`src/rtl/dice_roll_ctrl.sv`:
```
// Dice roll controller: sequences an external LFSR through a seed load or a
// timed roll, then draws a die face by rejection sampling of lfsr_q[3:0].
//
// state | meaning
// ------+-----------------------------------------------------------------
// IDLE  | waiting; accepts a seed (priority) or a roll request
// LOAD  | lfsr_load high for this single cycle, then back to IDLE
// ROLL  | timed stepping: one lfsr_step every TICK_DIV cycles, ROLL_STEPS times
// DRAW  | rejection sampling of lfsr_q[3:0] against FACES, capped at 16 rejects
// DONE  | publishes result_valid and bumps roll_count, then back to IDLE
module dice_roll_ctrl #(
    parameter int WIDTH      = 8,
    parameter int TICK_DIV   = 50000,
    parameter int ROLL_STEPS = 16,
    parameter int FACES      = 6
) (
    input  logic             clk,
    input  logic             rst,
    input  logic             seed_valid,
    input  logic [WIDTH-1:0] seed,
    output logic             seed_ready,
    input  logic             roll_req,
    output logic             busy,
    output logic             lfsr_load,
    output logic [WIDTH-1:0] lfsr_seed,
    output logic             lfsr_step,
    input  logic [WIDTH-1:0] lfsr_q,
    output logic [3:0]       result,
    output logic             result_valid,
    output logic [7:0]       roll_count
);

    localparam int TICK_W = $clog2(TICK_DIV);

    localparam logic [TICK_W-1:0] TICK_LAST = TICK_W'(TICK_DIV - 1);
    localparam logic [TICK_W-1:0] TICK_ONE  = TICK_W'(1);
    localparam logic [7:0]        STEP_LAST = 8'(ROLL_STEPS - 1);
    localparam logic [4:0]        FACES_CMP = 5'(FACES);
    localparam logic [3:0]        FACE_MAX  = 4'(FACES);
    localparam logic [WIDTH-1:0]  SEED_ONE  = WIDTH'(1);

    typedef enum logic [2:0] {
        IDLE,
        LOAD,
        ROLL,
        DRAW,
        DONE
    } state_t;

    state_t              state;
    logic [TICK_W-1:0]   tick_cnt;
    logic [7:0]          steps_left;
    logic [3:0]          rej_cnt;
    logic [3:0]          cand;
    logic                unused_lfsr_hi;

    assign cand           = lfsr_q[3:0];
    assign unused_lfsr_hi = ^lfsr_q;

    // Sequencer: state, timers and all registered outputs.
    // The tick timer is a down-counter; lfsr_step is registered one cycle
    // ahead (at count 1) so it is high exactly in the terminal-count cycle.
    // In DRAW a cycle with lfsr_step high is a settle cycle: the LFSR only
    // advances at the end of it, so lfsr_q is re-evaluated the cycle after.
    always_ff @(posedge clk) begin
        if (!rst) begin
            state        <= IDLE;
            tick_cnt     <= '0;
            steps_left   <= '0;
            rej_cnt      <= '0;
            busy         <= 1'b0;
            seed_ready   <= 1'b1;
            lfsr_load    <= 1'b0;
            lfsr_step    <= 1'b0;
            lfsr_seed    <= '0;
            result       <= '0;
            result_valid <= 1'b0;
            roll_count   <= '0;
        end else begin
            lfsr_load <= 1'b0;
            lfsr_step <= 1'b0;
            case (state)
                IDLE: begin
                    if (seed_valid) begin
                        // a zero seed would lock the LFSR, so substitute 1
                        lfsr_seed  <= (seed == '0) ? SEED_ONE : seed;
                        lfsr_load  <= 1'b1;
                        state      <= LOAD;
                        busy       <= 1'b1;
                        seed_ready <= 1'b0;
                    end else if (roll_req) begin
                        state        <= ROLL;
                        busy         <= 1'b1;
                        seed_ready   <= 1'b0;
                        result_valid <= 1'b0;
                        tick_cnt     <= TICK_LAST;
                        steps_left   <= STEP_LAST;
                        rej_cnt      <= '0;
                    end
                end
                LOAD: begin
                    state      <= IDLE;
                    busy       <= 1'b0;
                    seed_ready <= 1'b1;
                end
                ROLL: begin
                    if (tick_cnt == '0) begin
                        tick_cnt <= TICK_LAST;
                        if (steps_left == '0) begin
                            state <= DRAW;
                        end else begin
                            steps_left <= steps_left - 8'd1;
                        end
                    end else begin
                        tick_cnt <= tick_cnt - TICK_ONE;
                        if (tick_cnt == TICK_ONE) begin
                            lfsr_step <= 1'b1;
                        end
                    end
                end
                DRAW: begin
                    if (!lfsr_step) begin
                        if ({1'b0, cand} < FACES_CMP) begin
                            result <= cand + 4'd1;
                            state  <= DONE;
                        end else if (rej_cnt == 4'd15) begin
                            // sixteenth consecutive reject: cap without stepping
                            result <= FACE_MAX;
                            state  <= DONE;
                        end else begin
                            rej_cnt   <= rej_cnt + 4'd1;
                            lfsr_step <= 1'b1;
                        end
                    end
                end
                DONE: begin
                    result_valid <= 1'b1;
                    roll_count   <= roll_count + 8'd1;
                    state        <= IDLE;
                    busy         <= 1'b0;
                    seed_ready   <= 1'b1;
                end
                default: begin
                    state      <= IDLE;
                    busy       <= 1'b0;
                    seed_ready <= 1'b1;
                end
            endcase
        end
    end

endmodule

```
`config.mk`:
```
export PLATFORM = sky130hd
export DESIGN_NAME = dice_roll_ctrl
export DESIGN_NICKNAME = d
export VERILOG_FILES = /design/src/rtl/dice_roll_ctrl.sv
export SDC_FILE = /design/constraint.sdc
export NUM_CORES = 1
export LEC_CHECK = 0
export BUFFER_PORTS_ARGS = -buffer_cell sky130_fd_sc_hd__buf_2
export CAP_MARGIN = 5
export CORE_ASPECT_RATIO = 2
export CORE_UTILIZATION = 45
export DETAILED_ROUTE_END_ITERATION = 7
export PLACE_DENSITY = 0.76
export SLEW_MARGIN = 5
export SYNTH_ARGS = -nofsm -noshare
export SYNTH_HDL_FRONTEND = slang
export SYNTH_SLANG_ARGS = --single-unit
```
`constraint.sdc`:
```
create_clock -name clk -period 3.2 [get_ports clk]
set_clock_uncertainty 0.2 [all_clocks]
set_input_delay 0.32 -clock clk [delete_from_list [all_inputs] [get_ports clk]]
set_output_delay 0.32 -clock clk [all_outputs]
set_load 0.02 [all_outputs]
```
# ---- Yosys cells after proc, flatten, opt, wreduce, memory -nomap -nowiden
# Index checks and enable logic that the tools add are counted.
dict set report word_totals {
  register_bits 56
  inputBits 20
  output_inout_bits 25
}
dict set report classes {
  addsub 5
  order_cmp 1
  eq_ne 15
  muxes 41
  n_bitwise 2
  reduce_logical 18
}
# cell count
set op_table {}
lappend op_table {{two-way mux 16 bit} 3}
lappend op_table {{two-way mux 8 bit} 5}
lappend op_table {{case mux 16 bit (2 select lines)} 1}
lappend op_table {{two-way mux 4 bit} 7}
lappend op_table {{two-way mux 3 bit} 7}
lappend op_table {{equality test 16 x 1 -> 1 bit, second input constant} 1}
lappend op_table {{logical NOT 16 bit} 1}
lappend op_table {{logical NOT 8 bit} 2}
lappend op_table {{!= test 2 bit, second input constant} 8}
lappend op_table {{case mux 8 bit (2 select lines)} 1}
lappend op_table {{subtractor 16 x 1 -> 16 bit, second input constant} 1}
lappend op_table {{two-way mux 1 bit} 11}
lappend op_table {{AND reduction 5 bit} 2}
lappend op_table {{case mux 3 bit (3 select lines)} 1}
lappend op_table {{AND reduction 3 bit} 3}
lappend op_table {{adder 4 x 1 -> 4 bit, second input constant} 2}
lappend op_table {{adder 8 x 1 -> 8 bit, second input constant} 1}
lappend op_table {{case mux 1 bit (2 select lines)} 4}
lappend op_table {{case mux 4 bit (2 select lines)} 1}
lappend op_table {{nonzero test 2 bit} 4}
lappend op_table {{subtractor 8 x 1 -> 8 bit, second input constant} 1}
lappend op_table {{equality test 3 x 2 -> 1 bit, second input constant} 2}
lappend op_table {{!= test 3 bit, second input constant} 2}
lappend op_table {{AND reduction 2 bit} 3}
lappend op_table {{other kinds (7)} 8}

# ---- Depth between registers and ports, before layout
dict set report depth {
  depth_word 5
  depth_mapped 9
}

# ---- Worst setup path after synthesis
# OpenSTA, ideal clock, no wires.
dict set report synth_path {
  path_type {flip-flop to flip-flop}
  startpoint {register tick_cnt[0]}
  endpoint {register steps_left[5]}
  arrival_ns 2.118
  required_ns 2.930
  setup_slack_ns 0.812
  path_stages_with_launch 9
  path_buffers 1
  period_less_slack_ns 2.388
  cell_sequence {dfxtp_1 -> inv_1 -> ha_1 -> nor4b_1 -> nand4_4 -> and2_4 -> buf_6 -> or4_1 -> a21oi_1}
}
dict set report synth_via {
  elab_chain_len 3
}
# item line
set synth_lines {}
lappend synth_lines {{from (decl)} 51} ;# logic [TICK_W-1:0] tick_cnt;
lappend synth_lines {{from (signal assigned)} 115} ;# tick_cnt <= tick_cnt - TICK_ONE;
lappend synth_lines {{logical NOT 16 bit} 107} ;# if (tick_cnt == '0) begin
lappend synth_lines {{!= test 2 bit (no line)} -}
lappend synth_lines {{AND reduction 5 bit (no line)} -}
lappend synth_lines {{to (signal assigned)} 112} ;# steps_left <= steps_left - 8'd1;
lappend synth_lines {{to (decl)} 52} ;# logic [7:0] steps_left;
# No other way between the ends.
# A chain may end at the register's enable or synchronous reset.

# ---- Final worst setup path
dict set report layout_path {
  startpoint {register tick_cnt[0]}
  endpoint {register steps_left[7]}
}
# The elaborated chain is that of the path after synthesis.

==> summary.md <==
| Metric | Value |
|---|---|
| CTS H-tree depth | `2` |
| VDD IR max | `~0.59 mV` |
| Post-Synth Adder-Cell Area | `3.27%` |
| CTS resizes | `0` |
| Final hold vios | `0` |
| Gr usage total | `between 20% and 30%` |
| Post-DRT Antenna Nets | `0` |
| Buffer count from post-CTS setup fixing | `0` |
| Number of remaining DRC errors | `0` |
| WP data required | `3.23 ns` |
| Register area share after synthesis | `41.8%` |
| Via count | `about 2500` |
| Final period utilization | `approximately 83%` |
| Crit path time final | `2.66 ns` |
| Internal | `0.00132 W` |
| Combinational family with the most area after synthesis | `simple AND/OR/NAND/NOR gates` |
| Post-DR wirelength/cell | `~16 um` |
| Most frequent cells in the layout | `dfxtp_1, nor2_1, buf_2` |
| Simple-Gate Fraction of Synth Area | `about 30%` |
| Final Max Slew Viols | `0` |
| Avg Cell Area, Syn | `approximately 8.4 um2` |
| Worst skew pair latency | `around 0.3 ns` |
| Max Cap Viol | `0` |
| Fmax | `between 0.3 and 0.4 GHz` |
| # port buffers | `40` |
| Nets | `~380` |
| Gate Count Post-Synth | `between 300 and 400` |
| Fillers | `542` |
| Switching power total | `between 0.0006 and 0.0007 W` |
| Hold_buf cts | `0` |
| EDFF count, synth | `0` |
| Outcome | `finished clean` |
| Crit path DAT | `~2.7 ns` |
| Diodes inserted | `0` |
| Yosys warns | `0` |
| Async SR Flop Fraction | `0%` |
| Clock power frac | `a little under a third` |
| Largest net degree at the start of global routing | `38` |
| Commonest non-fill, non-tap cell in the layout | `dfxtp_1` |
| Critical Path Sink Type | `register` |
| Initial Util | `between 40% and 50%` |
| I/O Pins | `45` |
| Library cells used by synthesis | `between 50 and 60` |
| Worst Tran Pin Value | `0.688 ns` |
| Share of cells above drive strength 1 | `between 10% and 20%` |
| Row count | `39` |
| Root Buffer | `clkbuf_16` |
| 1st-iter DRT viols | `57` |
| CTS tree | `yes` |
| Full die area | `6290 um2` |
| Comb pwr share | `around 26%` |
| Dpl hpwl | `4.62 mm` |
| CP Class | `reg2reg` |
| DR vias/cell | `slightly below 6` |
| Synth Area in XOR/XNOR | `4.25%` |
| Routed WL | `6.51 mm` |
| DIE HEIGHT | `between 100 and 150 um` |
| Post-Syn Area | `roughly 2700 um2` |
| Prevailing post-synth register cell | `dfxtp_1` |
| Area of the core | `roughly 5700 um2` |
| Switching Fraction | `around a third` |
| Setup tns final | `0 ns` |
| CTS clk-pin slew, worst paths | `about 0.07 ns` |
| Post-Syn Nets | `approximately 350` |
| Crit-path max FO | `16` |
| Worst slew margin | `53.7%` |
| Die width | `between 50 and 60 um` |
| Crit path launch type | `register` |
| CTS Buffer Depth | `2` |
| Synth Area in Compound Gates | `16.8%` |
| RSZ-0062 raised after global routing | `no` |
| Vias in the first global route | `between 2000 and 3000` |
| Yosys reg bits | `56` |
| Sequential Power Share | `42.6%` |
| Hold crit path type | `in2reg` |
| Gr ovfl total | `0` |
| CTS buffer count | `5` |
| First-pass GRT wire length | `~11 mm` |
| # setup viols final | `0` |
| Routability cong. | `0.893` |
| Clk sink count | `between 50 and 60` |
| Antenna violations before repair | `0` |
| LEAKAGE | `about 1.3 nW` |
| PD cells | `between 600 and 700 nW/um2` |
| Initial DRT Pass Iterations | `4` |
| Layout area overhead | `15.2%` |
| Fraction of synthesized area in multiplexers | `less than 1%` |
| Hold slack | `around 0.063 ns` |
-- cell families (layout without fill, tap and decap cells) --
group	Yosys count	in the layout
simple gates	150	150
compound gates	73	73
flops	56	56
buf+inv	20	57
xor+xnor	13	13
fa+ha+maj	7	7
mux	1	1
-- metal layers --
| layer | vias up | GRT usage, % | routed length (um) |
|---|---|---|---|
| met5 | - | 0 | 0 |
| met4 | 0 | 13.7 | 272 |
| met3 | 23 | 3.73 | 240 |
| met2 | 67 | 41.6 | 3640 |
| met1 | 1172 | 20.0 | 2350 |
| li1 | 1233 | - | - |
-- critical path: stages, from the launching register on --
cell	delay [ns]
dfxtp_1	0.36
inv_1	0.09
ha_1	0.22
nor4b_1	0.52
nand4_4	0.22
and2_4	0.28
or4_1	0.51
a21oi_1	0.18
-- power by group through the flow --
stage | clock [W] | combinational (W) | sequential (W)
3_3_place_gp | 0 | 0.000490 | 0.000853
5_1_grt | 0.000660 | 0.000564 | 0.000854
2_1_floorplan | 0 | 0.000375 | 0.000852
4_1_cts | 0.000639 | 0.000505 | 0.000841
6_report | 0.000630 | 0.000507 | 0.000843
3_5_place_dp | 0 | 0.000501 | 0.000857
-- registers in the layout, indices dropped and copies added, names as in the netlist --
signal,cells
tick_cnt,16
lfsr_seed,8
roll_count,8
steps_left,8
rej_cnt,4
result,4
state,3
busy,1
lfsr_load,1
lfsr_step,1
result_valid,1
seed_ready,1
-- through the flow --
| stage | worst slack, ns | instances | area, um2 | util, % | power, W |
|---|---|---|---|---|---|
| final | 0.539 | 418 | 3090 | 54.1 | 0.00198 |
| after global routing | 0.373 | 418 | 3090 | 54.1 | 0.00208 |
| after CTS | 0.551 | 418 | 3090 | 54.1 | 0.00199 |
| after detailed placement | 0.564 | 410 | 2920 | 51.1 | 0.00136 |
| after global placement | 0.675 | 410 | 2920 | 51.1 | 0.00134 |
| after floorplan | 0.812 | 320 | 2680 | - | 0.00123 |
-- synth_stat cells, types with 5 or more instances --
library cell	number	area (um2)
nand2_1	33	124
nor4_1	6	37.5
ha_1	7	87.6
and3_1	6	37.5
xor2_1	6	52.6
nand4_1	7	43.8
nand3_1	11	55.1
dfxtp_1	56	1120
a21oi_1	31	155
inv_1	5	18.8
xnor2_1	7	61.3
nor3_1	8	40.0
o21ai_0	15	75.1
nor2_1	41	154
clkbuf_1	13	48.8
-- layout make-up --
cell class,count,area (um2),area share (%)
multi-input cells,244,1480,47.8
flip-flops and latches,56,1120,36.3
well taps,61,76.3,2.47
clock buffers,5,125,4.05
clock inverters,3,42.5,1.38
repair buffers,43,223,7.22
inverters,6,22.5,0.730
-- worst paths after layout --
check / startpoint / to / slack [ns] / depth (start not counted)
setup / recovery: tick_cnt[0]$_SDFFE_PN0P_ / steps_left[7]$_SDFFE_PN0P_ / 0.54 / 7
hold / removal: seed[7] / lfsr_seed[7]$_SDFFE_PN0P_ / 0.06 / 3
setup reg to reg: tick_cnt[0]$_SDFFE_PN0P_ / steps_left[7]$_SDFFE_PN0P_ / 0.54 / 7
hold reg to reg: lfsr_seed[7]$_SDFFE_PN0P_ / lfsr_seed[7]$_SDFFE_PN0P_ / 0.26 / 2
Note: power is estimated with default switching activity, not from simulation.
